File: config.mk
export PLATFORM = sky130hd
export DESIGN_NAME = toggle_event_rx
export DESIGN_NICKNAME = d
export VERILOG_FILES = /design/src/rtl/toggle_event_rx.sv
export SDC_FILE = /design/constraint.sdc
export NUM_CORES = 1
export LEC_CHECK = 0
export CAP_MARGIN = 10
export CELL_PAD_IN_SITES_DETAIL_PLACEMENT = 1
export CELL_PAD_IN_SITES_GLOBAL_PLACEMENT = 2
export CORE_MARGIN = 8
export CORE_UTILIZATION = 34
export CTS_CLUSTER_SIZE = 20
export DETAILED_ROUTE_END_ITERATION = 8
export GPL_TIMING_DRIVEN = 0
export PLACE_DENSITY = 0.87
export SLEW_MARGIN = 10
export SYNTH_ARGS = -nofsm -noshare
export SYNTH_HDL_FRONTEND = slang
export SYNTH_SLANG_ARGS = --single-unit
File: constraint.sdc
create_clock -name clk -period 4.2 [get_ports clk]
set_input_delay 0.84 -clock clk [delete_from_list [all_inputs] [get_ports clk]]
set_output_delay 0.84 -clock clk [all_outputs]
set_load 0.005 [all_outputs]
File: src/rtl/toggle_event_rx.sv
// toggle_event_rx: receives a toggle-per-event line and drains its events through valid/ready
// Ports: clk; rst (async, active-low); tog_in (async toggle line); en (queue edges);
//        evt_ready/evt_valid (event handshake); clr_ovf (clear sticky ovf);
//        pending (queued events); total_cnt (all detected edges, wraps); ovf (event dropped
//        while full); tog_lvl (synchronised line level)
module toggle_event_rx #(
  parameter int SYNC_STAGES = 2,
  parameter int CNT_W       = 4,
  parameter int TOT_W       = 16
) (
  input  logic             clk,
  input  logic             rst,
  input  logic             tog_in,
  input  logic             en,
  input  logic             evt_ready,
  input  logic             clr_ovf,
  output logic             evt_valid,
  output logic [CNT_W-1:0] pending,
  output logic [TOT_W-1:0] total_cnt,
  output logic             ovf,
  output logic             tog_lvl
);
  logic [SYNC_STAGES-1:0] sync_q, sync_d;
  logic                   prev_q, prev_d;
  logic [2:0]             prime_q, prime_d;
  logic [CNT_W-1:0]       pending_q, pending_d;
  logic [TOT_W-1:0]       total_q, total_d;
  logic                   ovf_q, ovf_d;
  logic                   primed, edge_det, queue_ev, take, full;
  always_comb begin
    sync_d    = {sync_q[SYNC_STAGES-2:0], tog_in};
    primed    = prime_q == 3'd0;
    prime_d   = primed ? prime_q : prime_q - 3'd1;
    // While priming, prev follows the level the chain is about to present, so a line that was
    // already high at reset release lines up with prev before edge detection starts.
    prev_d    = primed ? sync_q[SYNC_STAGES-1] : sync_d[SYNC_STAGES-1];
    edge_det  = primed & (sync_q[SYNC_STAGES-1] ^ prev_q);
    queue_ev  = edge_det & en;
    take      = (pending_q != '0) & evt_ready;
    full      = &pending_q;
    pending_d = (queue_ev & !take) ? (full ? pending_q : pending_q + CNT_W'(1)) :
                (take & !queue_ev) ? pending_q - CNT_W'(1) : pending_q;
    ovf_d     = (queue_ev & !take & full) | (ovf_q & !clr_ovf);
    total_d   = total_q + TOT_W'(edge_det);
  end
  always_ff @(posedge clk or negedge rst) begin
    if (!rst) begin
      sync_q    <= '0;
      prev_q    <= 1'b0;
      prime_q   <= 3'(SYNC_STAGES);
      pending_q <= '0;
      total_q   <= '0;
      ovf_q     <= 1'b0;
    end else begin
      sync_q    <= sync_d;
      prev_q    <= prev_d;
      prime_q   <= prime_d;
      pending_q <= pending_d;
      total_q   <= total_d;
      ovf_q     <= ovf_d;
    end
  end
  assign evt_valid = pending_q != '0;
  assign pending   = pending_q;
  assign total_cnt = total_q;
  assign ovf       = ovf_q;
  assign tog_lvl   = sync_q[SYNC_STAGES-1];
endmodule

==> results.json <==
{
  "diodes": 0,
  "die_x_um": 76.30,
  "ant_nets": 0,
  "cp_cell_sequence": "or4_2 > clkdlybuf4s50_1",
  "clock_latency_ns": 0.31,
  "grt_pass1_vias": 919,
  "port-buffer-count": 28,
  "die_area_um2": 5821,
  "initial_utilization_pct": 34.55,
  "fin_nets": 146,
  "crit_required_ns": 3.36,
  "ys_ff_latch": 27,
  "std_cell_rows": 22,
  "numCtsBuffers": 3,
  "synth_top_area_share_pct": 52.63,
  "synth-edff-count": 0,
  "synth-warning-count": 0,
  "p_leak_nw": 0.6945,
  "period_share_pct": 66.60,
  "wl_per_cell_um": 14.96,
  "io_pins": 29,
  "max_freq_ghz": 0.3575,
  "place_congestion": 0.7708,
  "tritoncts": "built",
  "ir_drop_mv": 0.2297,
  "synthToLayoutAreaGrowth_pct": 29.25,
  "finalHoldViolCount": 0,
  "syn-cell-area_um2": 1236,
  "tightest_slew_ns": 0.5983,
  "worstPathArrival_ns": 1.96,
  "clk_path_buf_depth": 2,
  "drt_iter0_drc": 27,
  "gr-total-overflow": 0,
  "cp-end-kind": "output port",
  "async_flop_share_pct": 100.0,
  "critical_path_class": "register to output port",
  "fin_crit_ns": 2.797,
  "die_h_um": 76.30,
  "routed_wirelength_mm": 2.692,
  "drive_gt1_share_pct": 9.091,
  "slew_violations": 0,
  "cts_resized": 0,
  "rsz0062_at_grt": "no",
  "synth_ff_type": "dfrtp_1",
  "synth_area_per_cell_um2": 12.36,
  "root_buffer": "clkbuf_4",
  "yosysSeqAreaShare_pct": 54.76,
  "grt_pass1_wl_mm": 4.664,
  "cts_hold_buf": 0,
  "tns_ns": 0,
  "path_max_fanout": 7,
  "grt.total_usage_pct": 9.433,
  "clkTransAtPathRegs_ns": 0.14,
  "ys_types": 26,
  "power.density_nw_per_um2": 480.2,
  "via_count": 876,
  "synth_area_leaders": "dfrtp_1, xor2_1, xnor2_1",
  "dp_hpwl_mm": 2.110,
  "critPathLaunchType": "register",
  "viasPerCell": 4.867,
  "outcome": "complete, no violations",
  "grt_max_degree": 28,
  "cpMaxStageDelayCell": "or4_2",
  "fillers": 407,
  "cpPeakStageDelay_ns": 0.68,
  "final-setup-viol-count": 0,
  "synth_nets": 113,
  "post_cts_buffers": 0,
  "synth_area_leader_cell": "dfrtp_1",
  "hold_class": "register to register",
  "relSlewSlack_pct": 60.11,
  "syn_inst": 100,
  "cap_violations": 0,
  "antenna_found_initial": 0,
  "drc": 0,
  "clock_skew_ns": 0.006383,
  "fin_hold_ws_ns": 0.4075,
  "clkSinkCount": 27,
  "htree_num_levels": 1,
  "drtPass1Iterations": 2,
  "coreArea_um2": 3578
}
-- stage by stage --
stage | power, mW | instances | worst slack [ns] | instance area [um2] | utilization (%)
floorplan | 0.5067 | 100 | 2.017 | 1236 | -
global placement | 0.6527 | 176 | 1.423 | 1577 | 44.06
detailed placement | 0.6708 | 176 | 1.415 | 1577 | 44.06
CTS | 0.7825 | 180 | 1.371 | 1603 | 44.79
global route | 0.8290 | 180 | 1.325 | 1598 | 44.65
finish | 0.7672 | 180 | 1.403 | 1598 | 44.65
-- state kept, by name, indices dropped and copies added (netlist names) --
signal / cells
pending: 4
total_cnt: 16
sync_q: 2
prev_q: 1
prime_q: 3
ovf: 1
-- worst max-delay path: cells and delay by family (launching register included) --
family / cells / cell delay (ns)
simple gates: 1 / 0.68
flops: 1 / 0.50
buf+inv: 1 / 0.47
-- worst paths after layout --
check	startpoint	to	slack [ns]	cells past startpoint
max in group asynchronous	rst	total_cnt[8]$_DFF_PN0_	3.30	1
hold / removal	sync_q[0]$_DFF_PN0_	sync_q[1]$_DFF_PN0_	0.41	0
setup reg to reg	prime_q[0]$_DFFE_PN0P_	pending[3]$_DFFE_PN0P_	1.74	10
min in group asynchronous	rst	pending[3]$_DFFE_PN0P_	0.51	1
hold reg to reg	sync_q[0]$_DFF_PN0_	sync_q[1]$_DFF_PN0_	0.41	0
setup / recovery	pending[0]$_DFFE_PN0P_	evt_valid	1.40	2
-- kinds of logic (layout without fill, tap and decap cells) --
family | Yosys count | in the layout | synth area share, %
muxes | 5 | 5 | 4.453
DFF | 27 | 27 | 54.76
AOI/OAI and AO/OA | 6 | 6 | 4.252
buffers and inverters | 4 | 36 | 1.214
adders and majority gates | 7 | 7 | 7.692
and+or+nand+nor | 32 | 32 | 14.17
xor gates and xnor gates | 19 | 19 | 13.46
-- routing by layer --
| metal | share of wire [%] | GRT usage (%) | vias up | routed length [um] |
|---|---|---|---|---|
| met5 | 0 | 0 | - | 0 |
| met4 | 0.22 | 1.731 | 0 | 6 |
| met3 | 6.9 | 3.302 | 2 | 185 |
| met2 | 50 | 15.42 | 21 | 1333 |
| met1 | 43 | 11.73 | 447 | 1166 |
| li1 | - | - | 406 | - |
-- report_power, final --
part           internal (mW)  leakage, nW  switching, mW
Combinational          0.169        0.334         0.0937
Clock                 0.0370       0.0150         0.0730
Sequential             0.314        0.346         0.0805
Total                  0.520        0.695          0.247
-- area by class of cell --
class | count | area [um2] | share of cell area [%]
tap | 48 | 60.06 | 3.759
clock buffer | 4 | 26.28 | 1.644
timing repair buffer | 28 | 275.3 | 17.23
sequential | 27 | 676.9 | 42.36
inverter | 4 | 15.01 | 0.9397
multi-input combinational | 69 | 544.3 | 34.06
-- cell usage in the layout, fill, tap and decap left out, types with 2 or more instances in the layout --
| cell type | n |
|---|---|
| clkdlybuf4s50_1 | 27 |
| dfrtp_1 | 26 |
| xor2_1 | 10 |
| xnor2_1 | 9 |
| nor2_1 | 7 |
| nand3_1 | 6 |
| ha_1 | 6 |
| nand2_1 | 5 |
| inv_1 | 4 |
| and4_1 | 3 |
| nand4_1 | 3 |
| nor3_1 | 3 |
| clkbuf_4 | 3 |
| mux2_2 | 2 |
| mux2_1 | 2 |
| a21oi_1 | 2 |
-- synthesized netlist by cell type, drive strengths merged, types with 2 or more instances --
| cell type | number |
|---|---|
| xor2 | 10 |
| ha | 6 |
| nor3 | 3 |
| xnor2 | 9 |
| nand3 | 6 |
| mux2 | 4 |
| nand2 | 6 |
| nor2 | 7 |
| a21oi | 2 |
| dfrtp | 26 |
| and4 | 3 |
| inv | 4 |
| nand4 | 3 |
Note: power is estimated with default switching activity, not from simulation.
